### config.mk
export PLATFORM = sky130hd
export DESIGN_NAME = pipe_result_fifo
export DESIGN_NICKNAME = d
export VERILOG_FILES = /design/src/rtl/pipe_result_fifo.sv
export SDC_FILE = /design/constraint.sdc
export NUM_CORES = 1
export LEC_CHECK = 0
export ABC_AREA = 1
export BUFFER_PORTS_ARGS = -buffer_cell sky130_fd_sc_hd__buf_2
export CORE_MARGIN = 3
export CORE_UTILIZATION = 50
export CTS_BUF_LIST = sky130_fd_sc_hd__clkbuf_8
export CTS_CLUSTER_DIAMETER = 120
export CTS_CLUSTER_SIZE = 8
export DETAILED_ROUTE_END_ITERATION = 8
export PLACE_DENSITY = 0.74
export SLEW_MARGIN = 20
export SYNTH_ARGS = -nofsm -noshare
export SYNTH_HDL_FRONTEND = slang
export SYNTH_SLANG_ARGS = --single-unit
### constraint.sdc
create_clock -name clk -period 1.85 [get_ports clk]
set_input_delay 0.185 -clock clk [delete_from_list [all_inputs] [get_ports clk]]
set_output_delay 0.185 -clock clk [all_outputs]
set_load 0.05 [all_outputs]
### src/rtl/pipe_result_fifo.sv
// rtl/pipe_result_fifo.sv - credit-managed result FIFO behind an unstallable fixed-latency pipe
//
// Purpose:
//   Tracks which pipe slots carry live operands with a valid delay line matched
//   to the pipe latency, captures pipe_y into a DEPTH-entry FIFO, and grants
//   upstream credit (issue_ready) only when every in-flight result is
//   guaranteed a FIFO slot.
//
// Ports:
//   clk, rst_n            clock (rising edge), asynchronous active-low reset
//   issue_valid/ready     upstream operand handshake; fire = valid & ready
//   pipe_y                pipe result, live when the delay line tail is set
//   out_data/valid/ready  FIFO head on a valid/ready interface
//   count                 FIFO occupancy
//   err_ovf               sticky: a live result arrived while the FIFO was full
//   stall_cnt, res_cnt    (PIPE_RES_STATS_EN only) saturating stall/pop counters
//
// Build option: define PIPE_RES_STATS_EN to add the statistics counters.
module pipe_result_fifo #(
   parameter int N     = 10,
   parameter int LAT   = 3,
   parameter int DEPTH = 4
) (
   input  logic                       clk,
   input  logic                       rst_n,
   input  logic                       issue_valid,
   output logic                       issue_ready,
   input  logic [N-1:0]               pipe_y,
   output logic [N-1:0]               out_data,
   output logic                       out_valid,
   input  logic                       out_ready,
   output logic [$clog2(DEPTH+1)-1:0] count,
   output logic                       err_ovf
`ifdef PIPE_RES_STATS_EN
   ,
   output logic [15:0]                stall_cnt,
   output logic [15:0]                res_cnt
`endif
);

   localparam int AW = $clog2(DEPTH);
   localparam int PW = AW + 1;
   localparam int CW = $clog2(DEPTH + 1);
   // Wide enough to hold count + inflight without wrapping.
   localparam int SW = $clog2(DEPTH + LAT + 1) + 1;

   logic [LAT-1:0] vld_q, vld_d;
   logic [PW-1:0]  wr_ptr_q, wr_ptr_d;
   logic [PW-1:0]  rd_ptr_q, rd_ptr_d;
   logic           err_q, err_d;
   logic [N-1:0]   mem_q [DEPTH];

   logic           fire, push, pop, full, empty;
   logic [PW-1:0]  occ;
   logic [SW-1:0]  inflight;

   assign empty = (wr_ptr_q == rd_ptr_q);
   assign full  = (wr_ptr_q[AW] != rd_ptr_q[AW]) &&
                  (wr_ptr_q[AW-1:0] == rd_ptr_q[AW-1:0]);
   assign occ   = wr_ptr_q - rd_ptr_q;
   assign count = CW'(occ);

   always_comb begin
      inflight = '0;
      for (int i = 0; i < LAT; i++) begin
         inflight = inflight + SW'(vld_q[i]);
      end
   end

   // Credit counts the head being popped this cycle as still occupied, so a
   // freed slot is offered only on the following cycle.
   assign issue_ready = (SW'(occ) + inflight) < SW'(DEPTH);
   assign fire        = issue_valid & issue_ready;

   assign push      = vld_q[LAT-1] & ~full;
   assign pop       = ~empty & out_ready;
   assign out_valid = ~empty;
   assign out_data  = empty ? '0 : mem_q[rd_ptr_q[AW-1:0]];
   assign err_ovf   = err_q;

   always_comb begin
      vld_d    = (vld_q << 1) | LAT'(fire);
      wr_ptr_d = wr_ptr_q + PW'(push);
      rd_ptr_d = rd_ptr_q + PW'(pop);
      // A live result with no room is dropped; only a credit bug gets here.
      err_d    = err_q | (vld_q[LAT-1] & full);
   end

   always_ff @(posedge clk or negedge rst_n) begin
      if (!rst_n) begin
         vld_q    <= '0;
         wr_ptr_q <= '0;
         rd_ptr_q <= '0;
         err_q    <= 1'b0;
      end else begin
         vld_q    <= vld_d;
         wr_ptr_q <= wr_ptr_d;
         rd_ptr_q <= rd_ptr_d;
         err_q    <= err_d;
      end
   end

   // Storage needs no reset: out_data is masked to zero while empty.
   always_ff @(posedge clk) begin
      if (push) begin
         mem_q[wr_ptr_q[AW-1:0]] <= pipe_y;
      end
   end

`ifdef PIPE_RES_STATS_EN
   logic [15:0] stall_q, res_q;

   always_ff @(posedge clk or negedge rst_n) begin
      if (!rst_n) begin
         stall_q <= '0;
         res_q   <= '0;
      end else begin
         if (issue_valid && !issue_ready && (stall_q != 16'hFFFF)) begin
            stall_q <= stall_q + 16'd1;
         end
         if (pop && (res_q != 16'hFFFF)) begin
            res_q <= res_q + 16'd1;
         end
      end
   end

   assign stall_cnt = stall_q;
   assign res_cnt   = res_q;
`endif

endmodule
==> flow_metrics.tcl <==
set metrics [dict create \
    grt.total_usage 0.170 \
    utilization 0.728 \
    ys_ff_latch 50 \
    gp_congestion 0.799 \
    fin_setup_tns_ns -3.64 \
    synth_area_um2 2160 \
    synthCells 195 \
    syn-num-nets 218 \
    wl_per_cell_um 12.9 \
    seq_area_frac_synth 0.671 \
    htree_levels 2 \
    critical_path_required_ns 1.66 \
    crit_path_start_kind "flop" \
    muxShareOfSynthArea 0 \
    r2r_cells 11 \
    drt_iter0_drc 56 \
    fin_worst_skew_ns 0.00804 \
    drc_errors 0 \
    hold_violations 0 \
    seq_area_um2 1450 \
    grt_start_max_net_pins 23 \
    cts_buffers 5 \
    synth_top_family_by_area "simple AND/OR/NAND/NOR gates" \
    timing.final.crit_share 1.28 \
    insertion_delay_ns 0.30 \
    antenna_found_initial 0 \
    via_count 1456 \
    status "complete, but fails checks" \
    setup-violations-final 25 \
    synth.avg_cell_area_um2 11.1 \
    ys_warn_count 0 \
    routed_wl_mm 3.89 \
    reg2reg_slack_ns -0.07 \
    synth_cell_types 19 \
    worst_ep_arrival_time_ns 2.19 \
    holdCritPathClass "input pin to flop" \
    cts_max_path_buffers 2 \
    drv_slew 0 \
    fmax_mhz 422 \
    ant_nets 0 \
    maxCapViolations 0 \
    yosys.area_share.simple 0.156 \
    initial_core_util 0.529 \
    die-height_um 71.8 \
    dp_slack_ns -0.288 \
    final_nets 273 \
    root_buffer "clkbuf_8" \
    worst_slew_pin_slew_ns 0.253 \
    clkSlewWorstSetupHoldPaths_ns 0.09 \
    clock-sinks 50 \
    num_rows 23 \
    dp_hpwl_mm 2.65 \
    pin_count 30 \
    portBuffers 29 \
    synthAdderAreaFrac 0.0590 \
    critPathMaxFanout 2 \
    hp-start "issue_valid" \
    reg2reg_from "wr_ptr_q[0]" \
    area_growth_pct 37.5 \
    num_antenna_cells 0 \
    core-area_um2 4090 \
    critPathCaptureType "primary output" \
    layout-drive-gt1-share 0.402 \
    multi_input_area_um2 758 \
    grt_setup_unrepaired "true" \
    synth_xor_xnor_area_share 0.00810 \
    period_needed_ns 2.37 \
    overflow 0 \
    first_global_vias 1380 \
    cts_tree "yes" \
    whs_path_depth 3 \
    die_area_um2 5150 \
    path_class "flop to primary output" \
    min_to "vld_q[0]" \
    r2r_end "rd_ptr_q[2]" \
    via_per_inst 4.84 \
    die-width_um 71.8 \
    cp-startpoint "wr_ptr_q[0]" \
    dr.pass1.iters 4 \
    grt_pass1_wl_mm 6.45 \
    violations "negative setup slack" \
    slew_headroom 0.832 \
    setup_slack_ns -0.520 \
    num-fill-cells 272 \
    synth_compound_area_frac 0.0497 \
]
## worst max-delay path by stage
stage	end	slack, ns	depth (start not counted)
2_1_floorplan	issue_ready	-0.35	10
3_3_place_gp	issue_ready	-0.20	10
3_5_place_dp	issue_ready	-0.29	10
4_1_cts	issue_ready	-0.51	10
5_1_grt	issue_ready	-0.62	11
6_report	issue_ready	-0.52	11
## through the flow
step	instance area, µm²	cells	hold WS (ns)
after floorplan	2250	195	-0.111
after global placement	2630	288	0.0546
after detailed placement	2630	288	0.0581
after CTS	2900	300	0.0716
after global routing	2980	301	0.0684
final	2980	301	0.0843
## registers in the layout (all words and copies together) (netlist names)
signal	cells
wr_ptr_q	3
rd_ptr_q	3
vld_q	3
mem_q	40
err_ovf	1
## cell usage after synthesis (all sizes together)
library cell | instances | area (µm²)
a21oi | 10 | 50.1
buf | 6 | 38.8
clkbuf | 1 | 3.75
dfrtp | 10 | 250
edfxtp | 40 | 1200
fa | 2 | 40.0
ha | 7 | 87.6
inv | 21 | 78.8
nand2 | 55 | 211
nand3 | 2 | 10.0
nand3b | 1 | 7.51
nor2 | 27 | 109
o21ai | 10 | 50.1
o21bai | 1 | 7.51
xor2 | 2 | 17.5
## cell families (layout without fill, tap and decap cells)
logic type,after synthesis,after routing
AOI/OAI and AO/OA,21,21
DFF,50,50
buffers and inverters,28,84
adders and majority gates,9,9
and+or+nand+nor,85,85
xor gates and xnor gates,2,2
## cell type report
cell class,instances,share of cell area
Inverter,21,0.0286
Sequential cell,50,0.488
Clock inverter,3,0.00799
Clock buffer,5,0.0231
Multi-Input combinational cell,117,0.255
Timing Repair Buffer,55,0.177
Tap cell,50,0.0210
## layer usage
layer	vias up	global-route usage	wire length (µm)
met1	677	0.220	1620
met2	30	0.273	2070
met5	-	0	0
met4	0	0.0689	27
met3	2	0.0463	174
li1	747	-	-
## worst max-delay path: stages (launching register included)
cell	delay, ns
dfrtp_1	0.41
inv_2	0.10
ha_4	0.13
inv_2	0.03
fa_2	0.44
ha_4	0.28
nand3b_1	0.06
nand2_1	0.07
inv_1	0.05
nand2_2	0.08
clkinvlp_4	0.09
buf_8	0.15
## placed cells by master (no fill, tap or decap)
cell and n:
edfxtp_1 40, o21ai_0 10, a21oi_2 10, inv_2 6
buf_6 20, nand2_1 49, xor2_1 2, dfrtp_1 10
ha_1 1, ha_4 5, nand2_2 3, ha_2 1
fa_2 2, nor2_4 4, dlygate4sd3_1 1, inv_6 1
inv_4 1, o21bai_1 1, nand3b_1 1, buf_2 16
nand3_2 2, clkinvlp_4 3, buf_4 12, buf_8 1
buf_12 4, nor2_1 22, clkbuf_16 1, nor2_2 1
clkbuf_8 5, nand2_4 3, inv_1 13
## timing repair
action	in CTS	in global routing
hold buffers	1	0
setup buffers	2	1
setup endpoints to repair	16	34
resized for setup	40	20
pin swaps	6	5
cloned	1	0
hold endpoints to repair	10	0
Power is left out: the tool's default activity adds up to more than one toggle a clock period on the data nets, which glitch-free logic cannot reach.
